==> src/rtl/swc_cell_packer.sv <==
// -----------------------------------------------------------------------------
// swc_cell_packer
//
// Ingress cell packer placed directly in front of the switch core. It takes one
// frame at a time as a byte stream and packs the bytes into 128-bit words,
// which it writes into the core's cell data FIFO. After the last word of each
// frame it writes one 16-bit descriptor into the core's pointer FIFO. Core
// backpressure is honoured only between frames.
//
// Parameters:
//   MAX_WORDS            maximum 128-bit words stored per frame (1..255)
//
// Ports:
//   clk, rstn              clock; asynchronous active-low reset
//   in_valid/in_ready      byte handshake
//   in_data                frame byte
//   in_sof / in_eof        first / last byte of frame (may coincide)
//   in_portmap             destination port map, sampled on the accepted sof
//   i_cell_bp              core backpressure (registered inside the core)
//   i_cell_data_fifo_din   packed word, byte k in bits [127-8k -: 8]
//   i_cell_data_fifo_wr    data FIFO write strobe
//   i_cell_ptr_fifo_din    descriptor {4'b0, portmap, word_cnt}
//   i_cell_ptr_fifo_wr     pointer FIFO write strobe
//   stat_frames/drops/trunc  wrapping frame statistics
//
// Build option:
//   SWC_CELL_PACKER_STATS_EN  when defined, the three statistics counters are
//                             built; otherwise the stat outputs are tied to 0.
// -----------------------------------------------------------------------------
module swc_cell_packer #(
    parameter int MAX_WORDS = 96
) (
    input  logic         clk,
    input  logic         rstn,
    input  logic         in_valid,
    output logic         in_ready,
    input  logic [7:0]   in_data,
    input  logic         in_sof,
    input  logic         in_eof,
    input  logic [3:0]   in_portmap,
    input  logic         i_cell_bp,
    output logic [127:0] i_cell_data_fifo_din,
    output logic         i_cell_data_fifo_wr,
    output logic [15:0]  i_cell_ptr_fifo_din,
    output logic         i_cell_ptr_fifo_wr,
    output logic [15:0]  stat_frames,
    output logic [15:0]  stat_drops,
    output logic [15:0]  stat_trunc
);

    localparam logic [7:0] MAX_CNT = 8'(MAX_WORDS);

    typedef enum logic [2:0] {
        S_IDLE,
        S_PACK,
        S_TRUNC,
        S_DROP,
        S_HOLD
    } state_t;

    state_t         r_state;
    state_t         w_state_next;
    logic           r_run;        // low during reset and the first cycle after
    logic           r_hold;       // second HOLD cycle marker
    logic [127:0]   r_word;
    logic [3:0]     r_byte_cnt;
    logic [7:0]     r_word_cnt;
    logic [3:0]     r_portmap;
    logic [127:0]   r_data_din;
    logic           r_data_wr;
    logic [15:0]    r_ptr_din;
    logic           r_ptr_wr;

    logic           w_in_ready;
    logic           w_acc;
    logic           w_frame_start;
    logic           w_lane_wr;
    logic           w_emit_word;
    logic           w_emit_ptr;
    logic [7:0]     w_cnt_inc;
    logic [7:0]     w_ptr_cnt;
    logic [3:0]     w_ptr_pm;
    logic [3:0]     w_byte_idx;
    logic [127:0]   w_word_fill;

    // Backpressure only gates the start of a frame; once inside, every byte is
    // taken so the frame is never split across a bp window.
    always_comb begin
        w_in_ready = 1'b0;
        if (r_run) begin
            unique case (r_state)
                S_IDLE:  w_in_ready = !i_cell_bp;
                S_PACK,
                S_TRUNC,
                S_DROP:  w_in_ready = 1'b1;
                default: w_in_ready = 1'b0;
            endcase
        end
    end

    assign in_ready  = w_in_ready;
    assign w_acc     = in_valid && w_in_ready;
    assign w_cnt_inc = r_word_cnt + 8'd1;

    // Next-state and strobe decode
    always_comb begin
        w_state_next  = r_state;
        w_frame_start = 1'b0;
        w_lane_wr     = 1'b0;
        w_emit_word   = 1'b0;
        w_emit_ptr    = 1'b0;
        unique case (r_state)
            S_IDLE: begin
                if (w_acc && in_sof) begin
                    if (in_portmap == 4'd0) begin
                        if (!in_eof) w_state_next = S_DROP;
                    end else begin
                        w_frame_start = 1'b1;
                        w_lane_wr     = 1'b1;
                        if (in_eof) begin
                            w_emit_word  = 1'b1;
                            w_emit_ptr   = 1'b1;
                            w_state_next = S_HOLD;
                        end else begin
                            w_state_next = S_PACK;
                        end
                    end
                end
            end
            S_PACK: begin
                if (w_acc) begin
                    w_lane_wr = 1'b1;
                    if (in_eof) begin
                        w_emit_word  = 1'b1;
                        w_emit_ptr   = 1'b1;
                        w_state_next = S_HOLD;
                    end else if (r_byte_cnt == 4'hF) begin
                        w_emit_word = 1'b1;
                        if (w_cnt_inc == MAX_CNT) w_state_next = S_TRUNC;
                    end
                end
            end
            S_TRUNC: begin
                if (w_acc && in_eof) begin
                    w_emit_ptr   = 1'b1;
                    w_state_next = S_HOLD;
                end
            end
            S_DROP: begin
                if (w_acc && in_eof) w_state_next = S_IDLE;
            end
            S_HOLD: begin
                if (r_hold) w_state_next = S_IDLE;
            end
            default: w_state_next = S_IDLE;
        endcase
    end

    // Lane merge: a new frame starts from an all-zero word at lane 0
    always_comb begin
        w_byte_idx  = w_frame_start ? 4'd0 : r_byte_cnt;
        w_word_fill = w_frame_start ? 128'd0 : r_word;
        for (int k = 0; k < 16; k++) begin
            if (w_byte_idx == 4'(k)) w_word_fill[127-8*k -: 8] = in_data;
        end
    end

    // In TRUNC no word is emitted, so the held count (MAX_WORDS) is reported
    assign w_ptr_cnt = w_frame_start ? 8'd1 : (w_emit_word ? w_cnt_inc : r_word_cnt);
    assign w_ptr_pm  = w_frame_start ? in_portmap : r_portmap;

    always_ff @(posedge clk or negedge rstn) begin
        if (!rstn) begin
            r_state    <= S_IDLE;
            r_run      <= 1'b0;
            r_hold     <= 1'b0;
            r_word     <= '0;
            r_byte_cnt <= '0;
            r_word_cnt <= '0;
            r_portmap  <= '0;
            r_data_din <= '0;
            r_data_wr  <= 1'b0;
            r_ptr_din  <= '0;
            r_ptr_wr   <= 1'b0;
        end else begin
            r_state   <= w_state_next;
            r_run     <= 1'b1;
            r_hold    <= (r_state == S_HOLD) && !r_hold;
            r_data_wr <= w_emit_word;
            r_ptr_wr  <= w_emit_ptr;
            if (w_emit_word) r_data_din <= w_word_fill;
            if (w_emit_ptr)  r_ptr_din  <= {4'b0, w_ptr_pm, w_ptr_cnt};
            if (w_frame_start) r_portmap <= in_portmap;
            if (w_lane_wr) begin
                if (w_emit_word) begin
                    r_word     <= '0;
                    r_byte_cnt <= '0;
                end else begin
                    r_word     <= w_word_fill;
                    r_byte_cnt <= w_byte_idx + 4'd1;
                end
            end
            if (w_frame_start)    r_word_cnt <= w_emit_word ? 8'd1 : 8'd0;
            else if (w_emit_word) r_word_cnt <= w_cnt_inc;
        end
    end

    assign i_cell_data_fifo_din = r_data_din;
    assign i_cell_data_fifo_wr  = r_data_wr;
    assign i_cell_ptr_fifo_din  = r_ptr_din;
    assign i_cell_ptr_fifo_wr   = r_ptr_wr;

`ifdef SWC_CELL_PACKER_STATS_EN
    logic        w_drop;
    logic        w_trunc;
    logic [15:0] r_stat_frames;
    logic [15:0] r_stat_drops;
    logic [15:0] r_stat_trunc;

    assign w_drop  = (r_state == S_IDLE) && w_acc && in_sof && (in_portmap == 4'd0);
    assign w_trunc = (r_state == S_TRUNC) && w_emit_ptr;

    always_ff @(posedge clk or negedge rstn) begin
        if (!rstn) begin
            r_stat_frames <= '0;
            r_stat_drops  <= '0;
            r_stat_trunc  <= '0;
        end else begin
            if (w_emit_ptr) r_stat_frames <= r_stat_frames + 16'd1;
            if (w_drop)     r_stat_drops  <= r_stat_drops + 16'd1;
            if (w_trunc)    r_stat_trunc  <= r_stat_trunc + 16'd1;
        end
    end

    assign stat_frames = r_stat_frames;
    assign stat_drops  = r_stat_drops;
    assign stat_trunc  = r_stat_trunc;
`else
    assign stat_frames = 16'd0;
    assign stat_drops  = 16'd0;
    assign stat_trunc  = 16'd0;
`endif

endmodule

==> config.mk <==
export PLATFORM = sky130hd
export DESIGN_NAME = swc_cell_packer
export DESIGN_NICKNAME = d
export VERILOG_FILES = /design/src/rtl/swc_cell_packer.sv
export SDC_FILE = /design/constraint.sdc
export NUM_CORES = 1
export LEC_CHECK = 0
export CORE_UTILIZATION = 54
export CTS_CLUSTER_SIZE = 8
export DETAILED_ROUTE_END_ITERATION = 8
export GPL_ROUTABILITY_DRIVEN = 0
export MAX_ROUTING_LAYER = met4
export PLACE_DENSITY_LB_ADDON = 0.2
export SLEW_MARGIN = 20
export SYNTH_ARGS = -nofsm -noshare
export SYNTH_HDL_FRONTEND = slang
export SYNTH_SLANG_ARGS = --single-unit
==> constraint.sdc <==
create_clock -name clk -period 2.4 [get_ports clk]
set_input_delay 0.72 -clock clk [delete_from_list [all_inputs] [get_ports clk]]
set_output_delay 0.72 -clock clk [all_outputs]
set_load 0.01 [all_outputs]
# After elaboration in Yosys (flattened, before gate mapping)
# Index checks and enable logic that the tools add are counted.
[op_classes]
n_eq_ne = 29
n_shift = 0
n_reduce_logical = 11
n_mul = 0
n_bitwise = 0
div_mod_pow = 0
muxes = 54
n_addsub = 2
order_cmp = 0
[op_table]
columns = ["op", "n"]
rows = [
  ["128-bit 2-to-1 mux", 2],
  ["8-bit 2-to-1 mux", 19],
  ["4-bit == test, second input constant", 9],
  ["3-bit 2-to-1 mux", 11],
  ["4-bit by 3-bit == test with 1-bit output, second input constant", 4],
  ["3-bit case mux with 5 select lines", 1],
  ["1-bit 2-to-1 mux", 14],
  ["4-bit 2-to-1 mux", 3],
  ["2-bit != test, second input constant", 5],
  ["3-bit != test, second input constant", 3],
  ["8-bit by 1-bit adder with 8-bit output, second input constant", 1],
  ["4-bit by 2-bit == test with 1-bit output, second input constant", 2],
  ["8-bit by 7-bit == test with 1-bit output, second input constant", 1],
  ["4-bit zero test", 2],
  ["8-bit AND reduction", 1],
  ["3-bit by 2-bit == test with 1-bit output, second input constant", 2],
  ["1-bit case mux with 2 select lines", 3],
  ["4-bit by 1-bit adder with 4-bit output, second input constant", 1],
  ["4-bit by 1-bit == test with 1-bit output, second input constant", 1],
  ["1-bit logical AND", 4],
  ["3-bit by 1-bit == test with 1-bit output, second input constant", 1],
  ["3-bit == test, second input constant", 1],
  ["3-bit zero test", 1],
  ["1-bit case mux with 3 select lines", 1],
  ["2 further kinds", 3],
]
[word_totals]
ramBits = 0
mem_count = 0
latchBits = 0
register_bits = 291
out_inout_bits = 195
elab_cells = 107
rom_bits = 0
inputBits = 18

# Logic depth before layout (Yosys ltp)
# Gate-level depths: netlist of the first run.
[depth]
depth_word = 12
mapped_depth = 9
depth_no_buf = 6

# Least setup slack after synthesis of the first run
# OpenSTA, ideal clock, no wires.
[synth_timing]
kind = "input -> register"
startpoint = "input port in_portmap[0]"
endpoint = "register r_word[120]"
setup_slack_ps = -26
t_required_ps = 2278
t_arrival_ps = 2304
path_buffers = 1
path_stages = 6
setup_ps = 122
path_cell_list = "or4_4 > and3_1 > buf_6 > a21oi_4 > nor2_4 > a32o_1"
[synth_between]
elab_chain_cells = 8
word_cells_on_any_way = 13
cone_classes = "11 x mux; 2 x reduce/logical"
[synth_lines]
columns = ["item", "line", "rtl"]
rows = [
  ["from (decl)", "40", "input logic [3:0] in_portmap,"],
  ["4-bit zero test (*)", "115", "if (in_portmap == 4'd0) begin"],
  ["1-bit 2-to-1 mux", "115", ""],
  ["1-bit 2-to-1 mux", "114", "if (w_acc && in_sof) begin"],
  ["1-bit 2-to-1 mux", "112", "unique case (r_state)"],
  ["4-bit 2-to-1 mux", "161", "w_byte_idx = w_frame_start ? 4'd0 : r_byte_cnt;"],
  ["4-bit zero test", "164", "if (w_byte_idx == 4'(k)) w_word_fill[127-8*k -: 8] = in_data;"],
  ["8-bit 2-to-1 mux", "164", ""],
  ["128-bit 2-to-1 mux", "195", "if (w_emit_word) begin"],
  ["to (signal assigned)", "199", "r_word <= w_word_fill;"],
  ["to (decl)", "65", "logic [127:0] r_word;"],
]
# Mark *: on every way between the ends. The rest lies on a longest branch, timed or not.
# A chain may end at the register's enable or synchronous reset.

# Final worst setup path of the first run
[layout_timing]
startpoint = "input port in_portmap[2]"
endpoint = "register r_word[11]"
[layout_between]
elab_chain_cells = 8
word_cells_on_any_way = 13
cone_classes = "1 x eq/ne; 11 x mux; 1 x reduce/logical"
[layout_lines]
columns = ["item", "line"]
rows = [
  ["4-bit zero test (*)", "115"],
  ["1-bit 2-to-1 mux", "115"],
  ["1-bit 2-to-1 mux", "114"],
  ["1-bit 2-to-1 mux", "112"],
  ["4-bit 2-to-1 mux", "161"],
  ["4-bit == test", "164"],
  ["8-bit 2-to-1 mux", "164"],
  ["128-bit 2-to-1 mux", "195"],
]
# Marked as above.

==> results of run 1 <==
## through the flow
step | hold WS [ns] | cells
floorplan | 0.424 | 1239
global placement | 0.460 | 1701
detailed placement | 0.467 | 1701
CTS | 0.147 | 1747
global route | 0.155 | 1747
finish | 0.139 | 1747
## cells in the mapped netlist, types with 11 or more instances
cell	n	area [um2]
nor2_1	58	218
o21ai_0	26	130
clkbuf_1	39	146
a21oi_1	11	55.1
buf_2	35	175
nand3_1	48	240
o31ai_1	89	668
mux2i_1	106	1060
buf_4	55	413
a31oi_1	25	156
nand2_1	156	586
a32o_1	41	410
and2_1	20	125
dfrtp_1	291	7280
o2bb2ai_1	80	701
## path summary, 6_finish.rpt
kind,to,cells past startpoint
setup / recovery,r_word[11],6
hold reg to reg,i_cell_data_fifo_din[7],2
min in group clk,i_cell_data_fifo_din[7],2
max in group asynchronous,r_word[41],2
setup reg to reg,r_word[44],6
hold / removal,i_cell_data_fifo_din[48],1
## metal layers
metal / vias to the layer above / wire, um / global-route usage [%]
li1: 4697 / - / -
met1: 5123 / 15000 / 39.5
met2: 444 / 16200 / 43.4
met3: 56 / 2580 / 5.42
met4: 0 / 626 / 8.70
met5: - / 0 / -
## layout make-up
type,instances,share of cell area [%]
clock buffer,45,6.60
clock inverter,1,0.0440
inverter,4,0.0953
multi-input combinational,803,31.3
sequential,291,42.7
tap,319,2.34
timing repair buffer,284,17.0
## what timing repair did
action,CTS,global route
pin swaps,1,4
endpoints found under the setup margin,6,117
buffers inserted,0,0
gates resized for setup,5,9
gates cloned,0,0
## power groups by stage
stage	registers (uW)	logic [uW]	clock network, uW
6_report	6150	3470	5210
3_3_place_gp	6190	3390	0
3_5_place_dp	6200	3450	0
4_1_cts	6140	3490	5300
2_1_floorplan	6270	1700	0
5_1_grt	6240	3780	5480
## cells in the final DEF, fill, tap and decap left out, drive strengths merged, types with 41 or more instances in the layout
cell type	count
a32o	41
buf	125
clkbuf	45
clkdlybuf4s50	155
conb	53
dfrtp	291
mux2i	106
nand2	159
nand3	49
nor2	63
o2bb2ai	80
o31ai	89
## worst max-delay path, delay by kind of cell
kind            cells  cell delay, ns
buf+inv             1            0.45
simple gates        2            0.73
compound gates      3            0.91
## cells by family after synthesis
group | Yosys count
mux | 111
flops | 291
fa+ha+maj | 1
other cells | 2
xor+xnor | 11
compound gates | 297
simple gates | 330
buf+inv | 145
## state kept, by name, summed over array words and instances, names as in the netlist
signal / count
r_state: 3
i_cell_data_fifo_din: 128
r_word_cnt: 8
r_byte_cnt: 4
i_cell_ptr_fifo_wr: 1
i_cell_ptr_fifo_din: 12
i_cell_data_fifo_wr: 1
r_run: 1
r_word: 128
r_hold: 1
r_portmap: 4
==> flow_summary.ini, run 1 <==
[routing]
first_pass_iters = 6
post_drt_wl_per_cell_um = 19.7
vias = 10300
drt-total-wl_mm = 34.4
drc = 0
via_per_inst = 5.91
antenna_left = 0
first_iter_violations = 862

[clock_network]
clockRootBuffer = clkbuf_16
cts_hold_buf = 0
clkTransAtPathRegs_ns = 0.05
cts_buffers = 42
cts.sinks = 291
h-tree-depth = 2
worstSkewPairLatency_ns = 0.52
clockBufferDepth = 3
cts_tree = done

[placed_design]
hpwl_mm = 21.8
placed_area_um2 = 15900
pre_cts_slack_ns = -0.516
io_buffers = 160

[power]
comb_power_share_pct = 23.4
clockPowerShare_pct = 35.2
seqPwrFrac_pct = 41.5
netSwitchingPower_uw = 4200
p_total_uw = 14800
p_per_area_nw_per_um2 = 869
intPower_uw = 10600
p_sw_share_pct = 28.3
total_leakage_power_uw = 0.00743
max-vdd-ir-drop_v = 0.000762

[critical_path]
rrSetupSlack_ns = 0.31
cp_slowest_cell = or4_4
cp_cell_sequence = clkdlybuf4s50_1 -> or4_4 -> a311oi_2 -> nand3_1 -> a21o_2 -> a32o_1
crit_path_max_incr_delay_ns = 0.46
r2r-start = r_byte_cnt[2]
arrival_ns = 2.80
startpoint = in_portmap[2]
path_class = in -> reg
cp.required_ns = 2.79
cp-end-kind = flip-flop
worst-path-max-fanout = 8
startpoint_type = input pin

[timing]
layout_setup_ws_ns = -0.00852
setup_viol = 1
worstMarginPinSlew_ns = 0.508
hold_violations = 0
period_share_pct = 100
grt_setup_unrepaired = true
slew_viol_final = 0
setup_tns_ns = -0.00852
fin_skew_ns = 0.0107
fmax_mhz = 415
fin_crit_ns = 2.41
slew_headroom_pct = 66.0

[status]
status = finished with violations
violations = setup timing

[floorplan]
die_area_um2 = 25200
die_x_um = 159
die_h_um = 159
core_area_um2 = 23800
start_util_pct = 55.8
row_count = 56
num_io_pins = 213

[synthesis]
yosysSeqAreaShare_pct = 54.9
synth_top_family_by_area = compound AO/OA/AOI/OAI gates
ys.flop_type = dfrtp_1
syn_area_per_cell_um2 = 11.2
synth_compound_area_share_pct = 17.8
synth-simple-area-share_pct = 11.5
ys_types = 54
yosysWarnings = 0
synth-seq-cells = 291
yosys.area_share.adder_pct = 0.0944
ys_async_sr_fraction_pct = 100
synth_edf_count = 0
synth_xor_xnor_area_share_pct = 0.727
synth_area_um2 = 13300
synthMuxAreaShare_pct = 8.43
syn-instance-count = 1188

[finish]
final_nets = 1445
antenna-diode-count = 0
final_util_pct = 71.9
area_growth_pct = 28.8
multi_input_area_um2 = 5340
regArea_um2 = 7280
drive_gt1_share_pct = 15.3
final_area_um2 = 17100
num-fill-cells = 1701

[worst_hold_path]
min_path_type = in -> async

[global_route]
grt_pass1_vias = 9938
grt_max_degree = 57
antenna_found_initial = 0
grt.overflow.total = 0
grt_pass1_wl_mm = 54.1
track_usage_pct = 28.7

[run]
maxCapViolCount = 0
Note: power is estimated with default switching activity, not from simulation.
==> run 2, diff against run 1 <==
--- a/config.mk
+++ b/config.mk
@@ -10,7 +10,7 @@
 export DETAILED_ROUTE_END_ITERATION = 8
 export GPL_ROUTABILITY_DRIVEN = 0
 export MAX_ROUTING_LAYER = met4
-export PLACE_DENSITY_LB_ADDON = 0.2
+export PLACE_DENSITY = 0.77
 export SLEW_MARGIN = 20
 export SYNTH_ARGS = -nofsm -noshare
 export SYNTH_HDL_FRONTEND = slang
==> run 2 against run 1 <==
  * The flow now finishes without violations
  * Die area stayed put
  * Non-clock buffer count is 5 lower
  * Sequential power is essentially flat
  * Critical path type unchanged
  * Highest routed layer unchanged
==> flow_summary.ini, run 2 (synthesis results as in run 1) <==
[clock_network]
cts.sinks = 291
clockBufferDepth = 3
clockRootBuffer = clkbuf_16
h-tree-depth = 2
worstSkewPairLatency_ns = 0.52
clkTransAtPathRegs_ns = 0.05
cts_buffers = 42
cts_hold_buf = 0
cts_tree = done

[critical_path]
cp_slowest_cell = or4_4
path_buf_inv = 3
critical-path-top-delay-family = buffers and inverters
cp_common_cell = buf_4
cp_cell_sequence = clkdlybuf4s50_1 -> or4_4 -> a311oi_2 -> buf_4 -> nand2_4 -> buf_4 -> nor2_4 -> a32o_1
startpoint_type = input pin
cp-end-kind = flip-flop
path_class = in -> reg
arrival_ns = 2.80
crit_path_max_incr_delay_ns = 0.47
cp.required_ns = 2.85
worst-path-max-fanout = 8

[floorplan]
die_x_um = 159
row_count = 56
die_area_um2 = 25200
die_h_um = 159
start_util_pct = 55.8
core_area_um2 = 23800
num_io_pins = 213

[global_route]
grt.overflow.total = 0
track_usage_pct = 29.3
grt_pass1_vias = 10200
antenna_found_initial = 0
grt_max_degree = 61
grt_pass1_wl_mm = 55.1

[timing]
hold_violations = 0
fin_skew_ns = 0.0174
period_share_pct = 97.9
fmax_mhz = 426
worstMarginPinSlew_ns = 0.561
slew_headroom_pct = 62.6
layout_setup_ws_ns = 0.0508
fin_crit_ns = 2.35
grt_setup_unrepaired = false
setup_viol = 0
slew_viol_final = 0

[finish]
antenna-diode-count = 0
final_nets = 1440
regArea_um2 = 7280
area_growth_pct = 28.5
final_cells = 1741
final_cell_mix = dfrtp_1, clkdlybuf4s50_1, nand2_1
num-fill-cells = 1640
layout_commonest_cell = dfrtp_1
final_util_pct = 71.7
drive_gt1_share_pct = 15.5
multi_input_area_um2 = 5370

[worst_hold_path]
min_path_type = in -> async

[power]
total_leakage_power_uw = 0.00739
netSwitchingPower_uw = 4240
max-vdd-ir-drop_v = 0.000591
p_per_area_nw_per_um2 = 868
clockPowerShare_pct = 34.4
intPower_uw = 10500
comb_power_share_pct = 24.1
p_sw_share_pct = 28.7
seqPwrFrac_pct = 41.5

[routing]
first_iter_violations = 896
drt-total-wl_mm = 35.0
post_drt_wl_per_cell_um = 20.1
via_per_inst = 5.98
antenna_left = 0
vias = 10400
first_pass_iters = 7
drc = 0

[status]
status = complete, no violations

[run]
maxCapViolCount = 0

[placed_design]
dp_cells = 1695
pre_cts_slack_ns = -0.579
hpwl_mm = 22.1
io_buffers = 160
==> run 2: worst paths after layout <==
path / start / to / slack [ns] / cells after the start
worst max-delay path: in_portmap[0] / r_word[104] / 0.05 / 8
worst min-delay path: rstn / i_cell_data_fifo_din[38] / 0.15 / 1
worst max register to register: r_run / r_word[104] / 0.34 / 8
worst min register to register: i_cell_data_fifo_din[35] / i_cell_data_fifo_din[35] / 0.47 / 2
max in group asynchronous: rstn / i_cell_data_fifo_din[85] / 1.50 / 2
min in group clk: i_cell_data_fifo_din[35] / i_cell_data_fifo_din[35] / 0.47 / 2
==> run 2: per-stage QoR <==
step                setup TNS, ns  hold WS [ns]  area [um2]  power, uW
global route                    0         0.192       17000      15400
detailed placement        -122.49         0.465       15900       9690
finish                          0         0.151       17000      14800
global placement          -114.82         0.462       15900       9600
CTS                         -1.48         0.179       17000      14800
floorplan                  -0.399         0.424       13500       7970
==> run 2: power by group through the flow <==
stage          clock network (uW)  registers [uW]  logic [uW]
2_1_floorplan                   0            6270        1700
3_3_place_gp                    0            6170        3430
3_5_place_dp                    0            6180        3510
4_1_cts                      5150            6130        3540
5_1_grt                      5370            6210        3870
6_report                     5090            6140        3560
==> run 2: routing by layer <==
metal,vias up,GRT usage [%],wire [um]
li1,4680,-,-
met1,5159,40.2,15300
met2,484,43.9,16200
met3,93,4.63,2420
met4,0,11.3,1080
met5,-,-,0
==> run 2: final cells by class <==
cell class	instances	share of cell area (%)
repair buffers	279	16.9
inverters	4	0.0881
clock inverters	2	0.0955
flip-flops and latches	291	42.8
well taps	319	2.34
clock buffers	43	6.32
multi-input cells	803	31.5
==> run 2: repair_timing <==
item	in CTS	in global routing
gates resized for setup	5	21
setup buffers	1	0
pin swaps	1	4
endpoints found under the setup margin	68	118
==> run 3, diff against run 2 <==
--- a/config.mk
+++ b/config.mk
@@ -5,7 +5,9 @@
 export SDC_FILE = /design/constraint.sdc
 export NUM_CORES = 1
 export LEC_CHECK = 0
+export ABC_CLOCK_PERIOD_IN_PS = 2400
 export CORE_UTILIZATION = 54
+export CTS_CLUSTER_DIAMETER = 50
 export CTS_CLUSTER_SIZE = 8
 export DETAILED_ROUTE_END_ITERATION = 8
 export GPL_ROUTABILITY_DRIVEN = 0
==> run 3 against run 2 <==
  * Combinational power about the same
  * Register-to-register slack about the same
  * Maximum frequency about the same
  * Largest power group unchanged
==> flow_summary.ini, run 3 (synthesis results as in run 1) <==
[status]
status = complete, no violations

[placed_design]
dp_cells = 1695
hpwl_mm = 22.1
pre_cts_slack_ns = -0.579
io_buffers = 160

[global_route]
track_usage_pct = 29.2
grt_pass1_vias = 10200
grt_pass1_wl_mm = 54.9
grt.overflow.total = 0
antenna_found_initial = 0
grt_max_degree = 61

[critical_path]
worst-path-max-fanout = 8
cp-end-kind = flip-flop
arrival_ns = 2.80
startpoint_type = input pin
critical_path.reg2reg.endpoint = r_word[104]
cp.required_ns = 2.85
path_class = in -> reg
rrSetupSlack_ns = 0.35
r2r-start = r_run
reg2reg_depth = 8

[timing]
setup_viol = 0
slew_viol_final = 0
grt_setup_unrepaired = false
slew_headroom_pct = 63.5
fin_crit_ns = 2.35
layout_setup_ws_ns = 0.0507
fmax_mhz = 426
worstMarginPinSlew_ns = 0.548
timing.hold.ws_ns = 0.166
fin_skew_ns = 0.0148
period_share_pct = 97.9
hold_violations = 0

[finish]
drive_gt1_share_pct = 15.4
num-fill-cells = 1649
regArea_um2 = 7280
layout_commonest_cell = dfrtp_1
antenna-diode-count = 0
final_nets = 1441
final_util_pct = 71.7
final_cell_mix = dfrtp_1, clkdlybuf4s50_1, nand2_1
multi_input_area_um2 = 5360
final_cells = 1743
area_growth_pct = 28.5

[power]
p_per_area_nw_per_um2 = 870
max-vdd-ir-drop_v = 0.000591
netSwitchingPower_uw = 4270
seqPwrFrac_pct = 41.4
intPower_uw = 10600
p_sw_share_pct = 28.8
total_leakage_power_uw = 0.00740
p_total_uw = 14800
clockPowerShare_pct = 34.5
comb_power_share_pct = 24.0

[clock_network]
cts.sinks = 291
cts_hold_buf = 0
cts_tree = done
clockRootBuffer = clkbuf_16
clkTransAtPathRegs_ns = 0.05
h-tree-depth = 2
worstSkewPairLatency_ns = 0.52
cts_buffers = 43
clockBufferDepth = 3

[routing]
post_drt_wl_per_cell_um = 20.0
drt-total-wl_mm = 34.9
vias = 10400
drc = 0
first_pass_iters = 6
via_per_inst = 5.95
antenna_left = 0
first_iter_violations = 850

[floorplan]
core_area_um2 = 23800
die_area_um2 = 25200
die_x_um = 159
die_h_um = 159
num_io_pins = 213
start_util_pct = 55.8
row_count = 56

[run]
maxCapViolCount = 0

[worst_hold_path]
min_path_type = in -> async
==> run 3: cell count changes in the layout (fill, tap and decap cells not counted) <==
cell	delta
o2bb2ai_1	+1
clkinvlp_4	-1
nand2_2	-1
nand2_1	+1
o2bb2ai_2	-1
clkinv_4	+2
clkbuf_1	+1
==> run 3: how the worst max path moves through the flow <==
stage	from	to	slack, ns	cells after the start
finish	in_portmap[0]	r_word[104]	0.05	8
global route	in_portmap[0]	r_word[104]	0.03	8
CTS	in_portmap[0]	r_word[21]	-0.08	8
detailed placement	in_portmap[0]	r_word[86]	-0.58	8
global placement	in_portmap[0]	r_word[112]	-0.49	8
floorplan	in_portmap[0]	r_word[40]	-0.01	6
==> run 3: critical path: stages <==
cell and delay, ns:
clkdlybuf4s50_1 0.43, or4_4 0.47, a311oi_2 0.31, buf_4 0.24, nand2_4 0.08, buf_4 0.15
nor2_4 0.19, a32o_1 0.21
==> run 3: layout make-up <==
cell class	count	share of cell area, %
repair buffers	279	16.9
flip-flops and latches	291	42.7
well taps	319	2.34
inverters	4	0.0881
clock buffers	44	6.34
multi-input cells	803	31.5
clock inverters	3	0.154
==> run 3: power by group through the flow <==
stage	Clock (uW)	Sequential (uW)	Combinational [uW]
after floorplan	0	6270	1700
after global placement	0	6170	3430
after detailed placement	0	6180	3510
after CTS	5180	6130	3540
after global routing	5400	6210	3870
final	5120	6140	3560
==> run 3: timing repair <==
item                       4_1_cts  5_1_grt
gates resized for setup          4       20
buffers inserted                 1        0
pin swaps                        1        4
gates cloned                     0        0
setup endpoints to repair       75      123
==> run 3: metal layers <==
layer	track usage, %	routed length, um	share of wire [%]
met1	39.7	15200	44
met2	44.8	16400	47
met3	4.98	2380	6.8
met4	9.57	895	2.6
met5	-	0	0
==> run 3: per-stage QoR <==
| stage | setup TNS, ns | instance area (um2) |
|---|---|---|
| after floorplan | -0.399 | 13500 |
| after global placement | -114.82 | 15900 |
| after detailed placement | -122.49 | 15900 |
| after CTS | -1.78 | 17000 |
| after global routing | 0 | 17000 |
| final | 0 | 17000 |
